### src/rtl/dyn_array_pkg.sv
// dyn_array_pkg: shared types and default constants for the dynamic array memory.
//   state_e      : controller states (idle / clearing)
//   DefDataW     : default element width in bits
//   DefMaxDepth  : default maximum element count (power of two, >= 2)
package dyn_array_pkg;

  localparam int unsigned DefDataW    = 32;
  localparam int unsigned DefMaxDepth = 16;

  typedef enum logic [0:0] {
    StIdle,
    StClear
  } state_e;

endpackage

### src/rtl/dyn_array_ram.sv
// dyn_array_ram: DATA_W x DEPTH storage, one write port, one synchronous read port.
// Contents have no reset. A read and a write to the same address in the same cycle
// return the old contents (read-first).
//   clk_i   : clock
//   we_i    : write enable
//   waddr_i : write index
//   wdata_i : write data
//   re_i    : read enable, result appears on rdata_o after the next edge
//   raddr_i : read index
//   rdata_o : registered read data
module dyn_array_ram #(
  parameter int unsigned DATA_W = 32,
  parameter int unsigned DEPTH  = 16,
  localparam int unsigned AW    = $clog2(DEPTH)
) (
  input  logic              clk_i,
  input  logic              we_i,
  input  logic [AW-1:0]     waddr_i,
  input  logic [DATA_W-1:0] wdata_i,
  input  logic              re_i,
  input  logic [AW-1:0]     raddr_i,
  output logic [DATA_W-1:0] rdata_o
);

  logic [DATA_W-1:0] mem_q [DEPTH];
  logic [DATA_W-1:0] rdata_q;

  always_ff @(posedge clk_i) begin
    if (we_i) begin
      mem_q[waddr_i] <= wdata_i;
    end
    if (re_i) begin
      rdata_q <= mem_q[raddr_i];
    end
  end

  assign rdata_o = rdata_q;

endmodule

### src/rtl/dyn_array_mem.sv
// dyn_array_mem: resizable array of DATA_W elements, up to MAX_DEPTH entries.
// A resize sets the live element count; newly exposed entries are zeroed one per cycle
// while busy is high. Accesses at or beyond the live count are rejected.
//
// Build option: DYN_ARRAY_MEM_PRESERVE_EN
//   undefined : every resize zeroes indices 0..N-1
//   defined   : entries below min(old,new) are kept; only old..new-1 are zeroed on growth
//
// Ports:
//   clk, rst                     : clock, synchronous active-high reset
//   resize_valid/ready/size      : resize handshake and requested count (clamped)
//   wr_en/wr_addr/wr_data        : write request; wr_oob pulses when index is out of range
//   rd_en/rd_addr                : read request, one-cycle latency
//   rd_valid/rd_data/rd_oob      : read result; data is 0 when invalid or out of range
//   size                         : current element count
//   busy                         : clear in progress
module dyn_array_mem
  import dyn_array_pkg::*;
#(
  parameter int unsigned DATA_W    = DefDataW,
  parameter int unsigned MAX_DEPTH = DefMaxDepth,
  localparam int unsigned AW       = $clog2(MAX_DEPTH),
  localparam int unsigned SzW      = AW + 1
) (
  input  logic              clk,
  input  logic              rst,
  input  logic              resize_valid,
  output logic              resize_ready,
  input  logic [SzW-1:0]    resize_size,
  input  logic              wr_en,
  input  logic [AW-1:0]     wr_addr,
  input  logic [DATA_W-1:0] wr_data,
  output logic              wr_oob,
  input  logic              rd_en,
  input  logic [AW-1:0]     rd_addr,
  output logic              rd_valid,
  output logic [DATA_W-1:0] rd_data,
  output logic              rd_oob,
  output logic [SzW-1:0]    size,
  output logic              busy
);

  localparam logic [SzW-1:0] MaxSize = SzW'(MAX_DEPTH);

  state_e         state_q, state_d;
  logic [SzW-1:0] size_q, size_d;
  logic [SzW-1:0] clr_idx_q, clr_idx_d;
  logic [SzW-1:0] clr_end_q, clr_end_d;
  logic           rd_valid_q, rd_valid_d;
  logic           rd_oob_q, rd_oob_d;
  logic           wr_oob_q, wr_oob_d;

  logic [SzW-1:0]    req_size;
  logic              ram_we;
  logic [AW-1:0]     ram_waddr;
  logic [DATA_W-1:0] ram_wdata;
  logic              ram_re;
  logic [DATA_W-1:0] ram_rdata;

  assign req_size = (resize_size > MaxSize) ? MaxSize : resize_size;

  always_comb begin
    state_d    = state_q;
    size_d     = size_q;
    clr_idx_d  = clr_idx_q;
    clr_end_d  = clr_end_q;
    rd_valid_d = 1'b0;
    rd_oob_d   = 1'b0;
    wr_oob_d   = 1'b0;
    ram_we     = 1'b0;
    ram_waddr  = wr_addr;
    ram_wdata  = wr_data;
    ram_re     = 1'b0;

    unique case (state_q)
      StIdle: begin
        // Access checks use the size in force this cycle, before any accepted resize.
        if (wr_en) begin
          if ({1'b0, wr_addr} < size_q) begin
            ram_we = 1'b1;
          end else begin
            wr_oob_d = 1'b1;
          end
        end
        if (rd_en) begin
          rd_valid_d = 1'b1;
          rd_oob_d   = ({1'b0, rd_addr} >= size_q);
          ram_re     = ~rd_oob_d;
        end
        if (resize_valid) begin
          size_d = req_size;
`ifdef DYN_ARRAY_MEM_PRESERVE_EN
          if (req_size > size_q) begin
            clr_idx_d = size_q;
            clr_end_d = req_size;
            state_d   = StClear;
          end
`else
          if (req_size != '0) begin
            clr_idx_d = '0;
            clr_end_d = req_size;
            state_d   = StClear;
          end
`endif
        end
      end
      StClear: begin
        // The write port belongs to the clear sequence; user requests are ignored.
        ram_we    = 1'b1;
        ram_waddr = clr_idx_q[AW-1:0];
        ram_wdata = '0;
        clr_idx_d = clr_idx_q + SzW'(1);
        if (clr_idx_d == clr_end_q) begin
          state_d = StIdle;
        end
      end
      default: begin
        state_d = StIdle;
      end
    endcase
  end

  always_ff @(posedge clk) begin
    if (rst) begin
      state_q    <= StIdle;
      size_q     <= '0;
      clr_idx_q  <= '0;
      clr_end_q  <= '0;
      rd_valid_q <= 1'b0;
      rd_oob_q   <= 1'b0;
      wr_oob_q   <= 1'b0;
    end else begin
      state_q    <= state_d;
      size_q     <= size_d;
      clr_idx_q  <= clr_idx_d;
      clr_end_q  <= clr_end_d;
      rd_valid_q <= rd_valid_d;
      rd_oob_q   <= rd_oob_d;
      wr_oob_q   <= wr_oob_d;
    end
  end

  dyn_array_ram #(
    .DATA_W (DATA_W),
    .DEPTH  (MAX_DEPTH)
  ) u_ram (
    .clk_i   (clk),
    .we_i    (ram_we),
    .waddr_i (ram_waddr),
    .wdata_i (ram_wdata),
    .re_i    (ram_re),
    .raddr_i (rd_addr),
    .rdata_o (ram_rdata)
  );

  assign resize_ready = (state_q == StIdle);
  assign busy         = (state_q == StClear);
  assign size         = size_q;
  assign wr_oob       = wr_oob_q;
  assign rd_valid     = rd_valid_q;
  assign rd_oob       = rd_oob_q;
  // Gate the RAM output so uninitialised or stale contents never leak out.
  assign rd_data      = (rd_valid_q && !rd_oob_q) ? ram_rdata : '0;

endmodule

### config.mk
export PLATFORM = sky130hd
export DESIGN_NAME = dyn_array_mem
export DESIGN_NICKNAME = d
export VERILOG_FILES = /design/src/rtl/dyn_array_pkg.sv /design/src/rtl/dyn_array_ram.sv /design/src/rtl/dyn_array_mem.sv
export SDC_FILE = /design/constraint.sdc
export NUM_CORES = 1
export LEC_CHECK = 0
export CORE_MARGIN = 1
export CORE_UTILIZATION = 28
export CTS_BUF_LIST = sky130_fd_sc_hd__clkbuf_8
export DETAILED_ROUTE_END_ITERATION = 12
export HOLD_SLACK_MARGIN = 0.12
export PLACE_DENSITY = 0.5
export SYNTH_ARGS = -nofsm -noshare
export SYNTH_HDL_FRONTEND = slang
export SYNTH_SLANG_ARGS = --single-unit
### constraint.sdc
create_clock -name clk -period 9.01 [get_ports clk]
set_input_delay 1.802 -clock clk [delete_from_list [all_inputs] [get_ports clk]]
set_output_delay 1.802 -clock clk [all_outputs]
set_load 0.03 [all_outputs]
# Yosys cells after proc, flatten, opt, wreduce, memory -nomap -nowiden
# Memories as Yosys holds them, arrays and structs flattened. A register that Yosys moved wholly into a read port is not among the register bits.
# Index checks and enable logic that the tools add are counted.
[word_totals] inputBits=50 regBits=19 memories=1 out_inout_bits=42 mem_bits_rw=512 elab_cells=48
[mem_list] name="u_ram.mem_q" depth=16 word_bits=32 read_ports=1 rd_clocked_by_memory_dff=1 wr=1 line_no="dyn_array_ram.sv:25" text="logic [DATA_W-1:0] mem_q [DEPTH];"
[op_classes] magnitude_cmp=3 n_addsub=1 reduce_logical=9 eq_ne=3 n_mux=20 bitwise=4
[ops] operator="$mux W32" n=2
[ops] operator="$mux W5" n=3
[ops] operator="$mux W1" n=11
[ops] operator="$pmux W5 S2" n=1
[ops] operator="$reduce_or A3 Y1" n=2
[ops] operator="$add A5 B1 Y5 const B" n=1
[ops] operator="$eq A5 B5 Y1" n=1
[ops] operator="$ge A4 B5 Y1" n=1
[ops] operator="$gt A5 B5 Y1 const B" n=1
[ops] operator="$lt A4 B5 Y1" n=1
[ops] operator="$reduce_bool A5 Y1" n=1
[ops] operator="$mux W4" n=1
[ops] operator="$not A1 Y1" n=4
[ops] operator="$pmux W1 S2" n=2
[ops] operator="$reduce_and A2 Y1" n=2
[ops] operator="$reduce_and A3 Y1" n=1
[ops] operator="$ne A2 B1 Y1 const B" n=1
[ops] operator="$ne A2 B2 Y1 const B" n=1
[ops] operator="$reduce_or A2 Y1" n=1
[ops] operator="$logic_and A1 B1 Y1" n=1
[ops] operator="$logic_not A1 Y1" n=1

# Depth between registers and ports, before layout
# Gate-level depths: netlist of the first run.
[depth] ltp_word=6 mapped_depth=9 ltp_nobuf=7

# Modules after synthesis
# From an unflattened synthesis of the first run, not the netlist that was laid out.
[unflattened] cells_unflattened=1025 hier_area_um2=21619.5
[modules_own_cells] module="dyn_array_ram" instances=1 cells_each=838 seq_area_each_um2=16335.7 area_each_um2=20174.3
[modules_own_cells] module="dyn_array_mem" instances=1 cells_each=187 seq_area_each_um2=380.4 area_each_um2=1445.1

# Worst setup path after synthesis of the first run
# No wires, ideal clock.
[synth_path] path_type="input-to-reg" start="in rd_addr[0]" end="reg u_ram.rdata_q[0], in the netlist u_ram.rdata_o[0] (read register of u_ram.mem_q), enable pin" setup_slack_ns=3.836 n_path_buf=2 stages=9 setup_time_ns=0.432 arrival_time_ns=4.743 required_ns=8.578 path_cell_list="buf_4 > buf_6 > inv_1 > ha_1 > nand2b_1 > a21o_1 > a21o_1 > a21o_1 > a21oi_1"
[synth_between] elab_chain_cells=4
[synth_rtl] item="start: declaration" line_no="dyn_array_mem.sv:35" text="input logic [AW-1:0] rd_addr,"
[synth_rtl] item="$ge A4 B5 Y1" line_no="dyn_array_mem.sv:87" text="rd_oob_d = ({1'b0, rd_addr} >= size_q);"
[synth_rtl] item="$not A1 Y1" line_no="dyn_array_mem.sv:88" text="ram_re = ~rd_oob_d;"
[synth_rtl] item="$mux W1" line_no="dyn_array_mem.sv:85" text="if (rd_en) begin"
[synth_rtl] item="$mux W1" line_no="dyn_array_mem.sv:75" text="unique case (state_q)"
[synth_rtl] item="net ram_re" line_no="dyn_array_mem.sv:57" text="logic ram_re;"
[synth_rtl] item="end: declaration" line_no="dyn_array_ram.sv:26" text="logic [DATA_W-1:0] rdata_q;"
# The timed path passes the listed nets, and every way through them passes these cells.
# A chain may end at the register's enable or synchronous reset.

# Worst setup path in the final report of the first run
[layout_path] start="reg rd_valid_q, in the netlist rd_valid" end="out rd_data[3]"
[layout_between] elab_chain_cells=2
[layout_rtl] item="start: declaration" line_no="dyn_array_mem.sv:49" text="logic rd_valid_q, rd_valid_d;"
[layout_rtl] item="start signal: assignment" line_no="dyn_array_mem.sv:137" text="rd_valid_q <= rd_valid_d;"
[layout_rtl] item="$logic_and A1 B1 Y1" line_no="dyn_array_mem.sv:163" text="assign rd_data = (rd_valid_q && !rd_oob_q) ? ram_rdata : '0;"
[layout_rtl] item="$mux W32" line_no="dyn_array_mem.sv:163"
[layout_rtl] item="end: declaration" line_no="dyn_array_mem.sv:37" text="output logic [DATA_W-1:0] rd_data,"
# Every way passes these cells.

==> flow_results.org, run 1 <==
** Place
- PortBufs :: 91
- The placed instances occupy a cell area of 0.0240 mm2.
- Detailed placement finished with a half-perimeter wire length of 26.3 mm.
- Including well taps, the total number of placed cells is a little over 2000.
- The congestion estimate from routability-driven global placement came to 0.691.

** Clocking
- Clk pin slew, worst setup/hold paths :: 0.06 ns
- Number of buffers inserted to repair setup after CTS :: 0
- Hold repair after CTS inserted 0 buffers.
- The later pin in the worst-skew pair is clocked with a latency of 0.67 ns.
- Clk sinks :: about 560
- In this run, CTS created clock tree buffers numbering 91.
- TritonCTS clock tree :: yes
- H-Tree Level Count :: 3
- The tree is rooted in a clkbuf_8.
- The clock passes through at most 3 buffers.
- Number of gates resized after cts :: 0

** Global routing
- For this run, global-route usage on met1 was measured as 16.9%.
- The first global-routing pass estimated 75.9 mm of wire.
- Entering global routing, the biggest net connects 72 pins.
- Met2 routing resource usage after global routing :: 23.2%
- After global routing the overflow that remains totals 0.
- Global routing's busiest layer :: met2
- The number of global-route vias before repair was 11200.
- For met3 alone, demand over resource in global routing was 2.23%.
- Initial antenna violation count :: 1
- In the global route stage, overall resource usage came out at a little over an eighth.

** STA
- Achievable Freq :: 0.220 GHz
- The clock arrives with 0.0285 ns of skew.
- Dividing the final minimum period by the clock period gives 50.5%.
- Count of final hold-check violations :: 0
- After layout, the minimum clock period comes to 4.55 ns.
- Unrepaired setup endpoints after global routing :: no
- Setup violations remaining at the end of the flow were counted as 0.
- Tightest slew margin relative to the limit :: 19.3%
- Setup TNS Final :: 0 ns
- The final max-slew violation count came to 0.
- Measured slew at the worst slew-check pin :: about 1.2 ns

** Synth
- Dividing the synthesized area by the synthesized cell count gives 22.5 um2.
- Of the synthesized area, sequential elements account for between 70% and 80%.
- Among all cell types in the netlist, the one instantiated most often is edfxtp_1.
- By area the synthesized netlist is led by edfxtp_1 75%, mux4_2 17%, dfxtp_1 1.8%.
- Of the post-synthesis cell area, the dominant cell type holds 75.2%.
- Summed over all instances, the cell type with the most area after synthesis is edfxtp_1.
- Synthesized instance count :: 966
- The synthesized design contains between 500 and 600 register bits.
- Synthesis produced a netlist with a net count of around 1000.
- Fraction of synthesis flops using an asynchronous set or reset pin :: 0%
- List of most frequent post-synthesis cells :: 544 x edfxtp_1, 160 x mux4_2, 35 x nor2b_1, 34 x nor2_1, 32 x and2_1
- The mapped netlist covers 0.0217 mm2.
- Number of distinct library cells after synthesis :: 34
- Yosys warning count :: 0
- Main synth FF type :: edfxtp_1
- Number of enable-type register cells in the synthesized netlist :: between 500 and 600

** Power and ir drop
- Total Power Consumption :: 5420 uW
- P per Cell Area :: 211 mW/mm2
- For this design the static power due to leakage is a little over 0.008 uW.
- IR analysis of the VDD net gives a maximum drop of approximately 0.092 mV.

** Detailed routing
- # DRC :: 0
- Via density per instance :: approximately 4.5
- Total Routed Length :: just over 50 mm
- The detailed router finished its first iteration with 789 violations.
- Count of TritonRoute iterations in the first routing pass :: 5
- Via count :: 10000
- The count of nets left with antenna violations once routing finished came out at 0.
- Final routed wire length divided by cell count :: 23.0 um

** Critical path
- Critical path endpoint category :: output port
- Endpoint of the worst-slack reg-to-reg timing path :: u_ram.mem_q[10][21]$_DFFE_PP_
- Source of the worst register-to-register timing path :: busy$_SDFF_PP0_
- The worst register-to-register path has a depth of 4.
- Startpoint-to-endpoint class of the critical path :: register to output port
- For flop-to-flop paths, the worst setup slack is 5.88 ns.
- Top fanout value on the critical path :: 32
- STA classifies the critical path startpoint as a register.
- At the worst endpoint, the arrival time is 2.75 ns.
- CP required :: slightly above 7 ns

** Hold path
- For hold timing, the worst endpoint is clr_end_q[4]$_SDFFE_PP0P_.
- The worst hold path begins at clr_end_q[4]$_SDFFE_PP0P_.
- Hold Path Depth :: 2
- The path class of the tightest hold or removal check is register to register.

** Floorplanning
- Measured along the x axis, the die boundary spans between 200 and 300 um.
- Once the floorplan was initialized, standard cells occupied 28.4% of the core.
- 92 I/O pins were placed.
- Die Footprint :: 0.0787 mm2
- Core Rows :: 101
- Core region area :: between 0.07 and 0.08 mm2
- Measured along the y axis, the die boundary spans around 280 um.

** Finish
- The area growth from synthesis to layout is 18.5%.
- For this run, the number of standard cells in the final layout without fillers is 2233.
- Fin area :: 0.0257 mm2
- The final layout contains 1185 nets.
- Filler Cell Count :: 7265
- In the final layout, the share of cells above drive strength 1 is approximately 27%.

** Flow run
- Number of maximum-capacitance violations :: 0

** Status
- Status :: complete, no violations
==> power by group <==
group	switching (uW)	total, uW	internal [uW]
clock network	1000	2110	1110
registers	14.4	2960	2950
logic	210	350	140
==> through the flow <==
step           util (%)  setup slack [ns]  hold slack (ns)
6_report           33.7              4.46            0.475
3_3_place_gp       31.4              4.10            0.462
3_5_place_dp       31.4              4.08            0.472
2_1_floorplan         -              3.84            0.448
4_1_cts            33.7              4.23            0.479
5_1_grt            33.7              4.21            0.515
==> placed cells by master, fill, tap and decap left out, types with 18 or more instances in the layout <==
cell type / Yosys / layout
clkinv_1: 1 / 24
nor2_1: 34 / 18
clkdlybuf4s50_1: 0 / 87
and2_1: 32 / 32
dfxtp_1: 19 / 18
mux4_2: 160 / 160
clkbuf_8: 0 / 94
edfxtp_1: 544 / 544
nor2b_1: 35 / 34
buf_4: 12 / 26
inv_1: 9 / 36
==> cell type report <==
| type | count | area [um2] | share of cell area (%) |
|---|---|---|---|
| diodes | 1 | 2.50 | 0.00973 |
| clock buffers | 93 | 1280 | 4.97 |
| clock inverters | 75 | 454 | 1.77 |
| inverters | 10 | 37.5 | 0.146 |
| multi-input cells | 345 | 4860 | 18.9 |
| flip-flops and latches | 563 | 16700 | 65.0 |
| well taps | 1030 | 1290 | 5.01 |
| repair buffers | 116 | 1090 | 4.24 |
==> kinds of logic (layout without fill, tap and decap cells) <==
logic type,count (synthesis),count (layout),share of synthesized area (%)
adder cells (fa/ha/maj),8,8,0.461
other,0,1,0
AND/OR/NAND/NOR,133,133,3.24
AO/OA/AOI/OAI,36,36,1.12
flip-flops,563,563,77.0
multiplexers,161,161,16.6
XOR/XNOR,7,7,0.282
buffers and inverters,58,294,1.26
==> registers in the layout, indices dropped and copies added, names as in the netlist <==
signal and cells:
u_ram.mem_q 512, u_ram.rdata_o 32, clr_end_q 5, clr_idx_q 5, size 5, busy 1, rd_oob 1, rd_valid 1
wr_oob 1
==> worst max-delay path, stage by stage, from the launching register on <==
cell and delay, ns:
dfxtp_1 0.33, nor2b_4 0.73, and2_1 0.31, clkdlybuf4s50_1 0.70
==> how the worst max path moves through the flow <==
stage,start,endpoint,slack (ns),depth (start not counted)
after floorplan,rd_addr[0],u_ram.rdata_o[0]$_DFFE_PP_,3.84,9
after global placement,rd_addr[1],u_ram.rdata_o[14]$_DFFE_PP_,4.10,4
after detailed placement,wr_addr[1],u_ram.mem_q[5][12]$_DFFE_PP_,4.08,7
after CTS,rd_valid$_SDFF_PP0_,rd_data[2],4.23,3
after global routing,rd_valid$_SDFF_PP0_,rd_data[4],4.21,3
final,rd_valid$_SDFF_PP0_,rd_data[3],4.46,3
==> routing by layer <==
metal | vias up | share of wire [%]
li1 | 4369 | -
met4 | 0 | 2.3
met1 | 5387 | 43
met5 | - | 0
met2 | 206 | 51
met3 | 83 | 3.7
Note: power is estimated with default switching activity, not from simulation.
==> run 2, diff against run 1 <==
--- a/config.mk
+++ b/config.mk
@@ -10,7 +10,7 @@
 export CTS_BUF_LIST = sky130_fd_sc_hd__clkbuf_8
 export DETAILED_ROUTE_END_ITERATION = 12
 export HOLD_SLACK_MARGIN = 0.12
-export PLACE_DENSITY = 0.5
+export PLACE_DENSITY = 0.51
 export SYNTH_ARGS = -nofsm -noshare
 export SYNTH_HDL_FRONTEND = slang
 export SYNTH_SLANG_ARGS = --single-unit
==> constraint.sdc (replaced) <==
create_clock -name clk -period 3.98 [get_ports clk]
set_input_delay 0.796 -clock clk [delete_from_list [all_inputs] [get_ports clk]]
set_output_delay 0.796 -clock clk [all_outputs]
set_load 0.03 [all_outputs]
==> flow_results.org, run 2 (same netlist as run 1, synthesis figures left out) <==
** Global routing
- Entering global routing, the biggest net connects 58 pins.
- Across every metal layer, demand over resource in global routing totals 12.7%.
- For this run the aggregate overflow at the end of global routing stands at 0.
- Number of global-route vias before repair :: between 10000 and 15000
- The first global-routing pass estimated roughly 72 mm of wire.
- The number of antenna violations at the first check in global routing was 1.

** Floorplanning
- Die extent in y :: 280 um
- Core Rows :: 101
- Measured along the x axis, the die boundary spans 280 um.
- Once the floorplan was initialized, standard cells occupied 28.4% of the core.
- Core region area :: 0.0763 mm2
- The die covers roughly 0.079 mm2.
- 92 I/O pins were placed.

** Place
- Routability-driven placement finished with a final weighted congestion of 0.708.
- Cell Count Post-Placement :: 2078
- Detailed placement ended at an HPWL of 27.6 mm.
- PortBufs :: 91
- The placed instances occupy a cell area of about 0.024 mm2.
- Place WS :: 0.425 ns

** Finish
- Commonest non-fill, non-tap cells in the layout :: 544 x edfxtp_1, 160 x mux4_2, 96 x clkbuf_8
- The register with the most flip-flops in the layout has between 500 and 600 of them.
- Filler Cell Count :: 7164
- Final Net Count :: 1200
- From synthesis to final layout, the design area changed by 19.7%.
- Fin area :: 0.0260 mm2
- Largest register by flop count :: u_ram.mem_q
- In the final layout, the share of cells above drive strength 1 is 27.5%.
- Excluding fillers, the count of instances in the completed layout stands at 2238.
- At the end of the flow the core is filled with cells to 34.0%.
- Most common cell after layout, fill and taps aside :: edfxtp_1

** Clocking
- Clk sinks :: 563
- Counting the buffers created by CTS gives 92.
- Counting along the longest clock path gives a buffer depth of 3.
- Clk pin slew, worst setup/hold paths :: 0.06 ns
- Hold repair after CTS inserted 0 buffers.
- Number of gates resized after cts :: 0
- Clock latency on the worst-skew pair :: around 0.65 ns
- The number of setup buffers added after CTS is 0.
- The clock tree synthesis step divided the H-tree into 3 levels.
- Clock root cell :: clkbuf_8
- TritonCTS built the clock tree.

** Hold path
- The worst hold path begins at clr_end_q[4]$_SDFFE_PP0P_.
- Min-Delay Path Class :: register to register
- The worst hold path was traced through 2 stages.
- Hold worst-path end :: clr_end_q[4]$_SDFFE_PP0P_

** Critical path
- In this run the worst path has a maximum fanout of 32.
- Source of the worst register-to-register timing path :: busy$_SDFF_PP0_
- Endpoint arrival time on the critical path :: between 2 and 2.5 ns
- CP required :: 3.18 ns
- R2r setup slk :: 1.20 ns
- Critical path endpoint category :: output port
- The worst register-to-register path has a depth of 5.
- The endpoint identified for the worst register-to-register timing path is u_ram.mem_q[10][27]$_DFFE_PP_.
- The worst setup path is of the register to output port kind.
- Startpoint type of the worst setup path :: register

** STA
- Setup repair after global routing left no endpoint under its margin.
- Worst path setup slack after routing :: 0.736 ns
- Subtracting the final worst setup slack from the clock period gives 3.24 ns.
- Static timing analysis puts the maximum clock frequency at between 0.3 and 0.4 GHz.
- Tightest slew margin relative to the limit :: 12.0%
- Max Clock Skew :: 0.0263 ns
- Setup violations remaining at the end of the flow were counted as 0.
- Max-slew violations :: 0
- At the pin with the least slew margin, the transition time is ~1.3 ns.
- The worst path uses 81.5% of the clock period.
- Setup TNS Final :: 0 ns
- Count of final hold-check violations :: 0

** Power and ir drop
- P per Cell Area :: 469 mW/mm2
- The worst-case IR drop observed on VDD is 0.213 mV.
- Leakage power of the design :: 0.00816 uW

** Detailed routing
- Count of TritonRoute iterations in the first routing pass :: 4
- # DRC :: 0
- Dividing the detail-routed wire length by the instance count gives 22.1 um.
- The routed design has 49.4 mm of wire.
- The detailed router placed 10000 vias in this run.
- ANT nets after route :: 0
- After the first detailed-routing iteration, the DRC count stood at 528.
- Via density per instance :: 4.48

** Flow run
- The tool flagged a number of max-cap violations equal to 0.

** Status
- The flow ran to the end, and the final reports show no timing, DRC or antenna violations.
-- run 2: cell count changes in the layout (fill, tap and decap cells not counted), moves of 3 or more --
cell / delta
clkinv_1: -3
buf_12: +17
clkinv_2: -5
buf_4: -3
clkinvlp_4: -3
-- run 2: routing by layer --
| metal | track usage (%) | part of all wire (%) | vias up |
|---|---|---|---|
| met1 | 15.6 | 42 | 5383 |
| met3 | 2.38 | 3.7 | 64 |
| met2 | 22.5 | 52 | 183 |
| li1 | - | - | 4391 |
| met5 | 0 | 0 | - |
| met4 | 4.15 | 1.7 | 0 |
-- run 2: cell type report --
cell class | instances | area, um2 | area share, %
sequential | 563 | 16700 | 64.3
multi-input combinational | 345 | 4860 | 18.7
timing repair buffer | 130 | 1410 | 5.42
clock buffer | 95 | 1310 | 5.03
tap | 1030 | 1290 | 4.96
clock inverter | 64 | 364 | 1.40
inverter | 10 | 37.5 | 0.144
antenna | 1 | 2.50 | 0.00963
-- run 2: report_power, final --
part           internal, uW  switching, uW  leakage (uW)
sequential             6670           33.1       0.00512
clock                  2460           2220      0.000961
combinational           338            481       0.00208
-- run 2: worst max-delay path by stage --
stage | start | to | slack, ns
after floorplan | wr_addr[1] | u_ram.mem_q[15][0]$_DFFE_PP_ | 0.48
after global placement | wr_addr[1] | u_ram.mem_q[10][16]$_DFFE_PP_ | 0.46
after detailed placement | wr_addr[1] | u_ram.mem_q[10][21]$_DFFE_PP_ | 0.42
after CTS | rd_valid$_SDFF_PP0_ | rd_data[15] | 0.55
after global routing | rd_valid$_SDFF_PP0_ | rd_data[15] | 0.53
final | rd_valid$_SDFF_PP0_ | rd_data[15] | 0.74
-- run 2: critical path: stages, from the launching register on --
cell             delay, ns
dfxtp_1               0.33
nor2b_4               0.13
buf_4                 0.39
and2_1                0.21
clkdlybuf4s50_1       0.70
-- run 2: metrics by stage --
stage | total power [uW] | hold slack, ns
after floorplan | 7310 | 0.448
after global placement | 7670 | 0.468
after detailed placement | 7680 | 0.475
after CTS | 12400 | 0.483
after global routing | 12700 | 0.523
final | 12200 | 0.478
==> run 3, diff against run 2 <==
==> constraint.sdc (replaced) <==
create_clock -name clk -period 2.9 [get_ports clk]
set_input_delay 0.58 -clock clk [delete_from_list [all_inputs] [get_ports clk]]
set_output_delay 0.58 -clock clk [all_outputs]
set_load 0.03 [all_outputs]
==> flow_results.org, run 3 (same netlist as run 1, synthesis figures left out) <==
** Clocking
- Worst-case clock buffer depth :: 3
- Clock latency on the worst-skew pair :: 0.66 ns
- Hold-fix buffers, CTS :: 0
- Clock tree synthesis selected as its root buffer the cell clkbuf_8.
- CTS saw 563 sinks.
- After clock tree synthesis, the clock-pin slew on the worst setup and hold paths is 0.06 ns.
- Buffers added to address setup during post-CTS repair amount to 0.
- The H-tree generated during clock tree synthesis spans 3 levels.
- The number of clock buffers added by TritonCTS is between 80 and 90.
- TritonCTS built the clock tree.

** Critical path
- The critical path goes through nor2b_4 > buf_12 > and2_1 > dlygate4sd2_1.
- The critical path contains buffers and inverters numbering 2 combined.
- Startpoint-to-endpoint class of the critical path :: register to output port
- Top fanout value on the critical path :: 32
- Slowest CP cell :: dlygate4sd2_1
- Data on the critical path is required at its endpoint by 2.32 ns.
- STA classifies the critical path startpoint as a register.
- Delay contributed by the slowest stage of the critical path :: about 0.42 ns
- STA classifies the critical path endpoint as an output port.
- Endpoint arrival time on the critical path :: ~2 ns
- R2r setup slk :: 0.58 ns
- Broken down by cell family, the worst path's largest delay share belongs to buffers and inverters.

** Power and ir drop
- After layout, the design draws a total of 16900 uW.
- Power Internal :: 13000 uW
- The clock network burns 37.8% of the power.
- Sequential cells account for 54.5% of the total power.
- Switching share of power :: around 23%
- Comb power frac :: 7.7%
- In this run the power density over the cells is 634 mW/mm2.
- Summed over all nets, the switching power comes to 3830 uW.
- IR analysis of the VDD net gives a maximum drop of 0.262 mV.
- The analysis attributes to cell leakage a power of 0.00868 uW.

** Detailed routing
- After detailed routing, the total wire length is 52.1 mm.
- Final routed wire length divided by cell count :: 22.8 um
- Count of TritonRoute iterations in the first routing pass :: 4
- ANT nets after route :: 0
- # DRC :: 0
- The first routing iteration left 863 violations.
- Via count :: 10400
- Via density per instance :: around 4.5

** Floorplanning
- The floorplan step set the die height to ~280 um.
- Initial Util :: 28.4%
- 92 I/O pins were placed.
- Row generation in the floorplan step produced 101 rows.
- Core region area :: 0.0763 mm2
- The die covers 0.0787 mm2.
- Die Wd :: 280 um

** STA
- Final setup fails :: 0
- Count of final hold-check violations :: 0
- Achievable Freq :: around 0.38 GHz
- Tightest slew margin relative to the limit :: 9.80%
- Dividing the final minimum period by the clock period gives approximately nine tenths.
- Measured slew at the worst slew-check pin :: 1.35 ns
- Worst path setup slack after routing :: 0.290 ns
- Setup repair after global routing left no endpoint under its margin.
- Max-slew violations :: 0
- Clock period minus worst slack :: 2.61 ns
- Max Clock Skew :: about 0.033 ns

** Flow run
- Max-cap violations in this run came to 0.

** Global routing
- For this run, the total global-route usage over all layers was measured as 13.5%.
- The number of antenna violations at the first check in global routing came to 8.
- Global-route wire length before repair :: around 75 mm
- Entering global routing, the biggest net connects 63 pins.
- Number of global-route vias before repair :: about 11000
- The total overflow left after global routing is 0.

** Place
- Cell Count Post-Placement :: 2127
- Placer's final routability congestion estimate :: 0.751
- In this run the tool buffered the top-level ports with 91 buffer cells.
- Once detailed placement completed, the half-perimeter wirelength came to roughly 34 mm.
- Place WS :: approximately 0.072 ns

** Finish
- Largest register by flop count :: u_ram.mem_q
- Final Net Count :: 1244
- Post-Layout Cell Count :: 2288
- Leaving out fill and tap cells, the most frequent cell in the layout is edfxtp_1.
- Compared with the post-synthesis result, the final layout area differs by 22.6%.
- The top cell types in the final layout, fill and taps aside, are 544 x edfxtp_1, 160 x mux4_2, 92 x clkbuf_8.
- Cells with a size suffix above 1 make up between 30 and 40% of the layout.
- Flip-flop count of the largest register after layout :: 512
- Filler Cell Count :: between 7000 and 8000

** Hold path
- Min-Delay Path Class :: register to register

** Status
- The run finished with clean final reports.
==> run 3: worst paths after layout <==
kind                             start  depth (start not counted)                           end
min reg2reg  clr_end_q[4]$_SDFFE_PP0P_                          2     clr_end_q[4]$_SDFFE_PP0P_
min          clr_end_q[4]$_SDFFE_PP0P_                          2     clr_end_q[4]$_SDFFE_PP0P_
max reg2reg       size[1]$_SDFFE_PP0P_                          9  u_ram.mem_q[4][22]$_DFFE_PP_
max                rd_valid$_SDFF_PP0_                          4                    rd_data[2]
==> run 3: per-layer routing <==
layer | global-route usage [%] | part of all wire, % | vias up
li1 | - | - | 4492
met1 | 18.9 | 45 | 5509
met2 | 20.8 | 47 | 291
met3 | 2.93 | 5.9 | 65
met4 | 4.27 | 1.9 | 0
met5 | 0 | 0 | -
==> run 3: power groups by stage <==
| stage | Sequential, uW | Clock, uW | Combinational, uW |
|---|---|---|---|
| final | 9200 | 6380 | 1300 |
| after detailed placement | 9370 | 0 | 1350 |
| after CTS | 9200 | 6590 | 1340 |
| after global routing | 9200 | 6900 | 1400 |
| after floorplan | 9360 | 0 | 677 |
| after global placement | 9360 | 0 | 1330 |
==> run 3: timing repair <==
action,CTS,global route
setup endpoints to repair,26,6
hold endpoints to repair,0,0
gates resized for setup,26,6
==> run 3: final cells by class <==
class,count,area (um2),share of cell area (%)
timing repair buffer,179,2050,7.68
tap,1030,1290,4.84
clock buffer,91,1250,4.70
clock inverter,68,417,1.57
multi-input combinational,345,4860,18.3
inverter,10,37.5,0.141
antenna,2,5.00,0.0188
sequential,563,16700,62.8
==> run 3: through the flow <==
stage | cell area, um2 | setup TNS, ns | util [%] | hold slack (ns)
final | 26600 | 0 | 34.9 | 0.487
after global routing | 26600 | 0 | 34.9 | 0.528
after CTS | 26600 | 0 | 34.9 | 0.494
after detailed placement | 25000 | 0 | 32.7 | 0.483
after global placement | 25000 | 0 | 32.7 | 0.466
after floorplan | 21700 | -140.50 | - | 0.448
==> run 3: worst reg2reg max path, cell delays in order, from the launching register on <==
cell and delay [ns]:
dfxtp_1 0.41, inv_1 0.11, ha_1 0.28, a21o_1 0.16, a21oi_1 0.15, buf_4 0.18, o22ai_1 0.14, buf_12 0.18
nor2_4 0.20, buf_12 0.19
